$ cat config.mk
export PLATFORM = sky130hd
export DESIGN_NAME = alu_seq
export DESIGN_NICKNAME = d
export VERILOG_FILES = /design/src/rtl/alu_seq.sv
export SDC_FILE = /design/constraint.sdc
export NUM_CORES = 1
export LEC_CHECK = 0
export CAP_MARGIN = 15
export CELL_PAD_IN_SITES_DETAIL_PLACEMENT = 1
export CELL_PAD_IN_SITES_GLOBAL_PLACEMENT = 1
export CORE_UTILIZATION = 45
export CTS_CLUSTER_DIAMETER = 100
export DETAILED_ROUTE_END_ITERATION = 10
export PLACE_DENSITY = 0.9
export RECOVER_POWER = 100
export SYNTH_ARGS = -nofsm -noshare
export SYNTH_HDL_FRONTEND = slang
export SYNTH_SLANG_ARGS = --single-unit
$ cat constraint.sdc
create_clock -name clk -period 5.9 [get_ports clk]
set_clock_uncertainty 0.1 [all_clocks]
set_input_delay 0.885 -clock clk [delete_from_list [all_inputs] [get_ports clk]]
set_output_delay 0.885 -clock clk [all_outputs]
set_load 0.05 [all_outputs]
$ cat src/rtl/alu_seq.sv
// alu_seq: registered ALU with valid/ready handshakes, carry-chained ADC/SBB,
// logic ops, an iterative shift-add multiplier and a persistent {Z,C,V,S} flag register.
module alu_seq #(
    parameter int unsigned WIDTH  = 8,
    parameter bit          MUL_EN = 1'b1
) (
    input  logic             clk,
    input  logic             rst_n,
    input  logic             in_valid,
    output logic             in_ready,
    input  logic [WIDTH-1:0] a,
    input  logic [WIDTH-1:0] b,
    input  logic [2:0]       op,
    output logic             out_valid,
    input  logic             out_ready,
    output logic [WIDTH-1:0] result,
    output logic [WIDTH-1:0] result_hi,
    output logic [3:0]       flags
);

    // Multiply step counter runs 0..WIDTH-1
    localparam int unsigned CW = $clog2(WIDTH);

    typedef enum logic [1:0] {
        ST_IDLE,
        ST_MUL,
        ST_HOLD
    } state_t;

    state_t               state_q, state_d;
    logic                 ready_en_q;
    logic                 out_valid_q, out_valid_d;
    logic [WIDTH-1:0]     result_q, result_d;
    logic [WIDTH-1:0]     result_hi_q, result_hi_d;
    logic [3:0]           flags_q, flags_d;
    logic [2*WIDTH-1:0]   mcand_q, mcand_d;
    logic [2*WIDTH-1:0]   acc_q, acc_d;
    logic [WIDTH-1:0]     mplier_q, mplier_d;
    logic [CW-1:0]        cnt_q, cnt_d;

    logic                 accept;
    logic                 is_mul;
    logic                 cin;
    logic [WIDTH:0]       ext;
    logic [WIDTH-1:0]     alu_res;
    logic                 alu_c;
    logic                 alu_v;
    logic [2*WIDTH-1:0]   acc_step;

    assign in_ready  = ready_en_q && (state_q == ST_IDLE) && (!out_valid_q || out_ready);
    assign accept    = in_valid && in_ready;
    assign is_mul    = MUL_EN && (op == 3'd7);
    assign cin       = flags_q[2];
    assign acc_step  = acc_q + (mplier_q[0] ? mcand_q : '0);

    assign out_valid = out_valid_q;
    assign result    = result_q;
    assign result_hi = result_hi_q;
    assign flags     = flags_q;

    // Single-cycle datapath: result and C/V for every op except MUL
    always_comb begin
        ext     = '0;
        alu_res = b;
        alu_c   = cin;
        alu_v   = 1'b0;
        case (op)
            3'd1, 3'd3: begin
                ext     = {1'b0, a} + {1'b0, b} + {{WIDTH{1'b0}}, (op == 3'd3) & cin};
                alu_res = ext[WIDTH-1:0];
                alu_c   = ext[WIDTH];
                alu_v   = (a[WIDTH-1] == b[WIDTH-1]) && (alu_res[WIDTH-1] != a[WIDTH-1]);
            end
            3'd2, 3'd4: begin
                // Bit WIDTH of the extended difference is the borrow out
                ext     = {1'b0, a} - {1'b0, b} - {{WIDTH{1'b0}}, (op == 3'd4) & cin};
                alu_res = ext[WIDTH-1:0];
                alu_c   = ext[WIDTH];
                alu_v   = (a[WIDTH-1] != b[WIDTH-1]) && (alu_res[WIDTH-1] != a[WIDTH-1]);
            end
            3'd5:    alu_res = a & b;
            3'd6:    alu_res = a | b;
            default: alu_res = b;
        endcase
    end

    // Next-state, multiplier step and output register loading
    always_comb begin
        state_d     = state_q;
        out_valid_d = out_valid_q && !out_ready;
        result_d    = result_q;
        result_hi_d = result_hi_q;
        flags_d     = flags_q;
        mcand_d     = mcand_q;
        mplier_d    = mplier_q;
        acc_d       = acc_q;
        cnt_d       = cnt_q;
        case (state_q)
            ST_IDLE: begin
                if (accept) begin
                    if (is_mul) begin
                        mcand_d  = {{WIDTH{1'b0}}, a};
                        mplier_d = b;
                        acc_d    = '0;
                        cnt_d    = '0;
                        state_d  = ST_MUL;
                    end else begin
                        result_d    = alu_res;
                        result_hi_d = '0;
                        flags_d     = {(alu_res == '0), alu_c, alu_v, alu_res[WIDTH-1]};
                        out_valid_d = 1'b1;
                    end
                end
            end
            ST_MUL: begin
                acc_d    = acc_step;
                mcand_d  = mcand_q << 1;
                mplier_d = mplier_q >> 1;
                cnt_d    = cnt_q + 1'b1;
                // Last step's sum is loaded directly so latency stays WIDTH+1 edges
                if (cnt_q == CW'(WIDTH - 1)) begin
                    result_d    = acc_step[WIDTH-1:0];
                    result_hi_d = acc_step[2*WIDTH-1:WIDTH];
                    flags_d     = {(acc_step == '0),
                                   (|acc_step[2*WIDTH-1:WIDTH]),
                                   (|acc_step[2*WIDTH-1:WIDTH]),
                                   acc_step[2*WIDTH-1]};
                    out_valid_d = 1'b1;
                    state_d     = ST_HOLD;
                end
            end
            ST_HOLD: begin
                if (out_valid_q && out_ready) begin
                    state_d = ST_IDLE;
                end
            end
            default: state_d = ST_IDLE;
        endcase
    end

    // State and datapath registers, cleared asynchronously
    always_ff @(posedge clk or negedge rst_n) begin
        if (!rst_n) begin
            state_q     <= ST_IDLE;
            ready_en_q  <= 1'b0;
            out_valid_q <= 1'b0;
            result_q    <= '0;
            result_hi_q <= '0;
            flags_q     <= '0;
            mcand_q     <= '0;
            mplier_q    <= '0;
            acc_q       <= '0;
            cnt_q       <= '0;
        end else begin
            state_q     <= state_d;
            ready_en_q  <= 1'b1;
            out_valid_q <= out_valid_d;
            result_q    <= result_d;
            result_hi_q <= result_hi_d;
            flags_q     <= flags_d;
            mcand_q     <= mcand_d;
            mplier_q    <= mplier_d;
            acc_q       <= acc_d;
            cnt_q       <= cnt_d;
        end
    end

endmodule
==> flow_metrics.env <==
export IMPL_use_met1_pct=35.7
export IMPL_numClockSinks=67
export IMPL_io_buffer_count=44
export IMPL_violations="capacitance limit, slew limit"
export IMPL_async_flop_share_pct=100
export IMPL_avgSynthCellArea_sq_um=8.51
export IMPL_viasPerCell=6.06
export IMPL_combPwrFrac_pct=52.2
export IMPL_yosysUniqueCellTypes=80
export IMPL_ir_drop_uv=429
export IMPL_rr_worst_depth=8
export IMPL_antenna_found_initial=0
export IMPL_cts_resized_gates=0
export IMPL_layout_nets=723
export IMPL_finalSetupViolations=0
export IMPL_grt_pass1_wl_mm=25.2
export IMPL_h_tree_depth=3
export IMPL_timing_final_hold_violations=0
export IMPL_p_leak_nw=2.77
export IMPL_cts_tree="done"
export IMPL_totalNegativeSetupSlack_ps=0
export IMPL_hp_class="register to register"
export IMPL_ys_flop_type="dfrtp_1"
export IMPL_critPathMaxFanout=61
export IMPL_ios=45
export IMPL_rsz0062_at_grt="no"
export IMPL_slowest_delay_ps=1930
export IMPL_grt_max_degree=68
export IMPL_yosysSeqAreaShare_pct=31.9
export IMPL_via_count=4820
export IMPL_routabilityCongestion=0.934
export IMPL_start_util_pct=46.1
export IMPL_grt_remaining_overflow=0
export IMPL_finalCriticalPeriod_ps=4770
export IMPL_start_kind="register"
export IMPL_cts_buffers=9
export IMPL_regArea_sq_mm=0.00168
export IMPL_netlist_instances=618
export IMPL_slowest_stage="clkbuf_1"
export IMPL_clk_pin_slew_worst_paths_ps=60
export IMPL_nFillCells=1372
export IMPL_dieArea_sq_mm=0.0121
export IMPL_grtUsageMet2_pct=46.3
export IMPL_rows=39
export IMPL_post_route_period_util_pct=80.8
export IMPL_p_sw_share_pct=46.6
export IMPL_layout_drive_gt1_share_pct=5.82
export IMPL_cp_num_buf_inv=1
export IMPL_drv_cap=3
export IMPL_crit_path_frequent_cell="nand2_1"
export IMPL_crit_path_end_kind="register"
export IMPL_cp_num_cells=8
export IMPL_synth_edff_count=0
export IMPL_ys_ff_latch=67
export IMPL_cts_max_path_buffers=2
export IMPL_cp_arrival_ps=4920
export IMPL_critPathRequiredTime_ps=6050
export IMPL_wl_mm=15.8
export IMPL_dp_final_hpwl_mm=11.5
export IMPL_cts_root_buf="clkbuf_16"
export IMPL_diodes=0
export IMPL_yosys_warnings=0
export IMPL_slew_violations=188
export IMPL_p_sw_mw=1.36
export IMPL_ant_nets=0
export IMPL_synth_nets=693
export IMPL_gr_usage_all_layers_pct=27.3
export IMPL_finalHoldWorstSlack_ps=374
export IMPL_tightest_slew_ps=3680
export IMPL_core_area_sq_mm=0.0114
export IMPL_wl_per_cell_microns=19.8
export IMPL_clk_latency_ps=340
export IMPL_fmax_ghz=0.210
export IMPL_netlist_area_sq_mm=0.00526
export IMPL_die_y_microns=110
export IMPL_first_global_vias=4916
export IMPL_internal_power_mw=1.55
export IMPL_holdBufCountCts=0
export IMPL_post_cts_buffers=0
export IMPL_power_density_mw_per_mm2=481
export IMPL_max_slew_margin_rel_pct=-145
export IMPL_multi_input_area_sq_mm=0.00332
export IMPL_hold_depth=2
export IMPL_power_frac_clock_pct=20.0
export IMPL_drt_iter0_markers=363
export IMPL_run_status="finished, violations left"
export IMPL_cp_top_family="buffers and inverters"
export IMPL_area_growth_pct=15.2
export IMPL_grt_use_met3_pct=4.23
export IMPL_fp_dieW_microns=110
export IMPL_drc=0
export IMPL_top_usage_layer="met2"
export IMPL_final_core_util_pct=53.0
export IMPL_crit_path_cell_trace="nor2b_2, clkbuf_1, nand2_1, nand2_1, nand4_1, nor4_1, a21oi_1, o31ai_1"
export IMPL_first_pass_iters=5
export IMPL_criticalPathCategory="register to register"
export IMPL_seqPwrFrac_pct=27.8
==> per-stage QoR <==
| step | instances | instance area (sq um) | power (mW) | worst slack, ps |
|---|---|---|---|---|
| 3_3_place_gp | 780 | 5770 | 2.27 | 1130 |
| 2_1_floorplan | 618 | 5260 | 1.89 | 2370 |
| 3_5_place_dp | 780 | 5770 | 2.34 | 1040 |
| 6_report | 796 | 6060 | 2.91 | 1130 |
| 4_1_cts | 796 | 6080 | 2.94 | 1350 |
| 5_1_grt | 796 | 6060 | 3.10 | 745 |
==> layer usage <==
metal	vias to the layer above	routed length, microns	part of all wire, %
li1	2254	-	-
met4	0	293	1.9
met5	-	0	0
met2	132	7490	48
met1	2406	7190	46
met3	28	788	5.0
==> path summary, 6_finish.rpt <==
check	start	to	slack, ps
max in group asynchronous	rst_n	acc_q[3]	1830
min reg2reg	result_hi[6]	result_hi[6]	370
min in group asynchronous	rst_n	cnt_q[0]	1810
max reg2reg	state_q[0]	flags[3]	1130
min	result_hi[6]	result_hi[6]	370
max	state_q[0]	flags[3]	1130
==> cells by family after synthesis <==
| family | share of synthesized area (%) |
|---|---|
| buf+inv | 5.16 |
| fa+ha+maj | 13.5 |
| xor+xnor | 4.14 |
| mux | 0.785 |
| other cells | 0.0713 |
| simple gates | 20.4 |
| compound gates | 24.0 |
| flops | 31.9 |
==> layout by cell type, fill, tap and decap left out, drive strengths merged, types with 8 or more instances in the layout <==
| cell | count |
|---|---|
| nand2 | 79 |
| xor2 | 12 |
| o211ai | 9 |
| dlygate4sd3 | 23 |
| o21ai | 52 |
| clkbuf | 14 |
| and2 | 20 |
| dfrtp | 67 |
| nor3 | 8 |
| a21oi | 41 |
| inv | 29 |
| ha | 47 |
| nor2 | 59 |
| nand3 | 12 |
| xnor2 | 12 |
| nand2b | 12 |
| o21a | 8 |
| a22o | 17 |
| clkdlybuf4s50 | 20 |
==> state kept, by name, summed over array words and instances, names as in the netlist <==
signal	flops
acc_q	16
cnt_q	3
flags	4
mcand_q	16
mplier_q	8
out_valid	1
ready_en_q	1
result	8
result_hi	8
state_q	2
==> power by group through the flow <==
stage	sequential, mW	clock, mW	combinational, mW
floorplan	0.981	0	0.912
finish	0.808	0.583	1.52
CTS	0.813	0.583	1.55
detailed placement	0.816	0	1.53
global placement	0.802	0	1.47
global route	0.832	0.602	1.66
==> cell usage after synthesis, drive strengths merged (4+ instances only) <==
| cell | count | area share [%] |
|---|---|---|
| xnor2 | 12 | 2.0 |
| nor4 | 5 | 0.59 |
| o211ai | 9 | 1.5 |
| a21oi | 41 | 4.0 |
| nor2b | 4 | 0.48 |
| o21ai | 52 | 5.0 |
| a21boi | 5 | 0.71 |
| a211o | 4 | 0.67 |
| nand2 | 79 | 5.6 |
| a221oi | 5 | 0.83 |
| dfrtp | 67 | 32 |
| a31oi | 5 | 0.59 |
| a22o | 17 | 2.8 |
| nor3 | 8 | 0.76 |
| inv | 29 | 2.1 |
| nor3b | 4 | 0.67 |
| xor2 | 12 | 2.1 |
| a21o | 5 | 0.71 |
| clkbuf | 14 | 1.2 |
| buf | 15 | 1.7 |
| nand3 | 12 | 1.1 |
| ha | 47 | 11 |
| fa | 5 | 1.9 |
| nor2 | 59 | 4.3 |
| and3 | 5 | 0.59 |
| o31ai | 5 | 0.71 |
| nand2b | 12 | 1.4 |
| and2 | 20 | 2.4 |
| o21a | 8 | 1.1 |
==> worst min-delay path, delay by kind of cell (launching register included) <==
family	cells	cell delay (ps)
AO/OA/AOI/OAI	1	60
flip-flops	1	340
AND/OR/NAND/NOR	1	40
==> cell type report <==
cell class	instances	share of cell area (%)
Tap cell	143	2.95
Sequential cell	67	27.7
Inverter	29	1.80
Clock buffer	11	3.84
Clock inverter	5	1.28
Timing Repair Buffer	49	7.62
Multi-Input combinational cell	492	54.8
(Power assumes the default switching activity.)
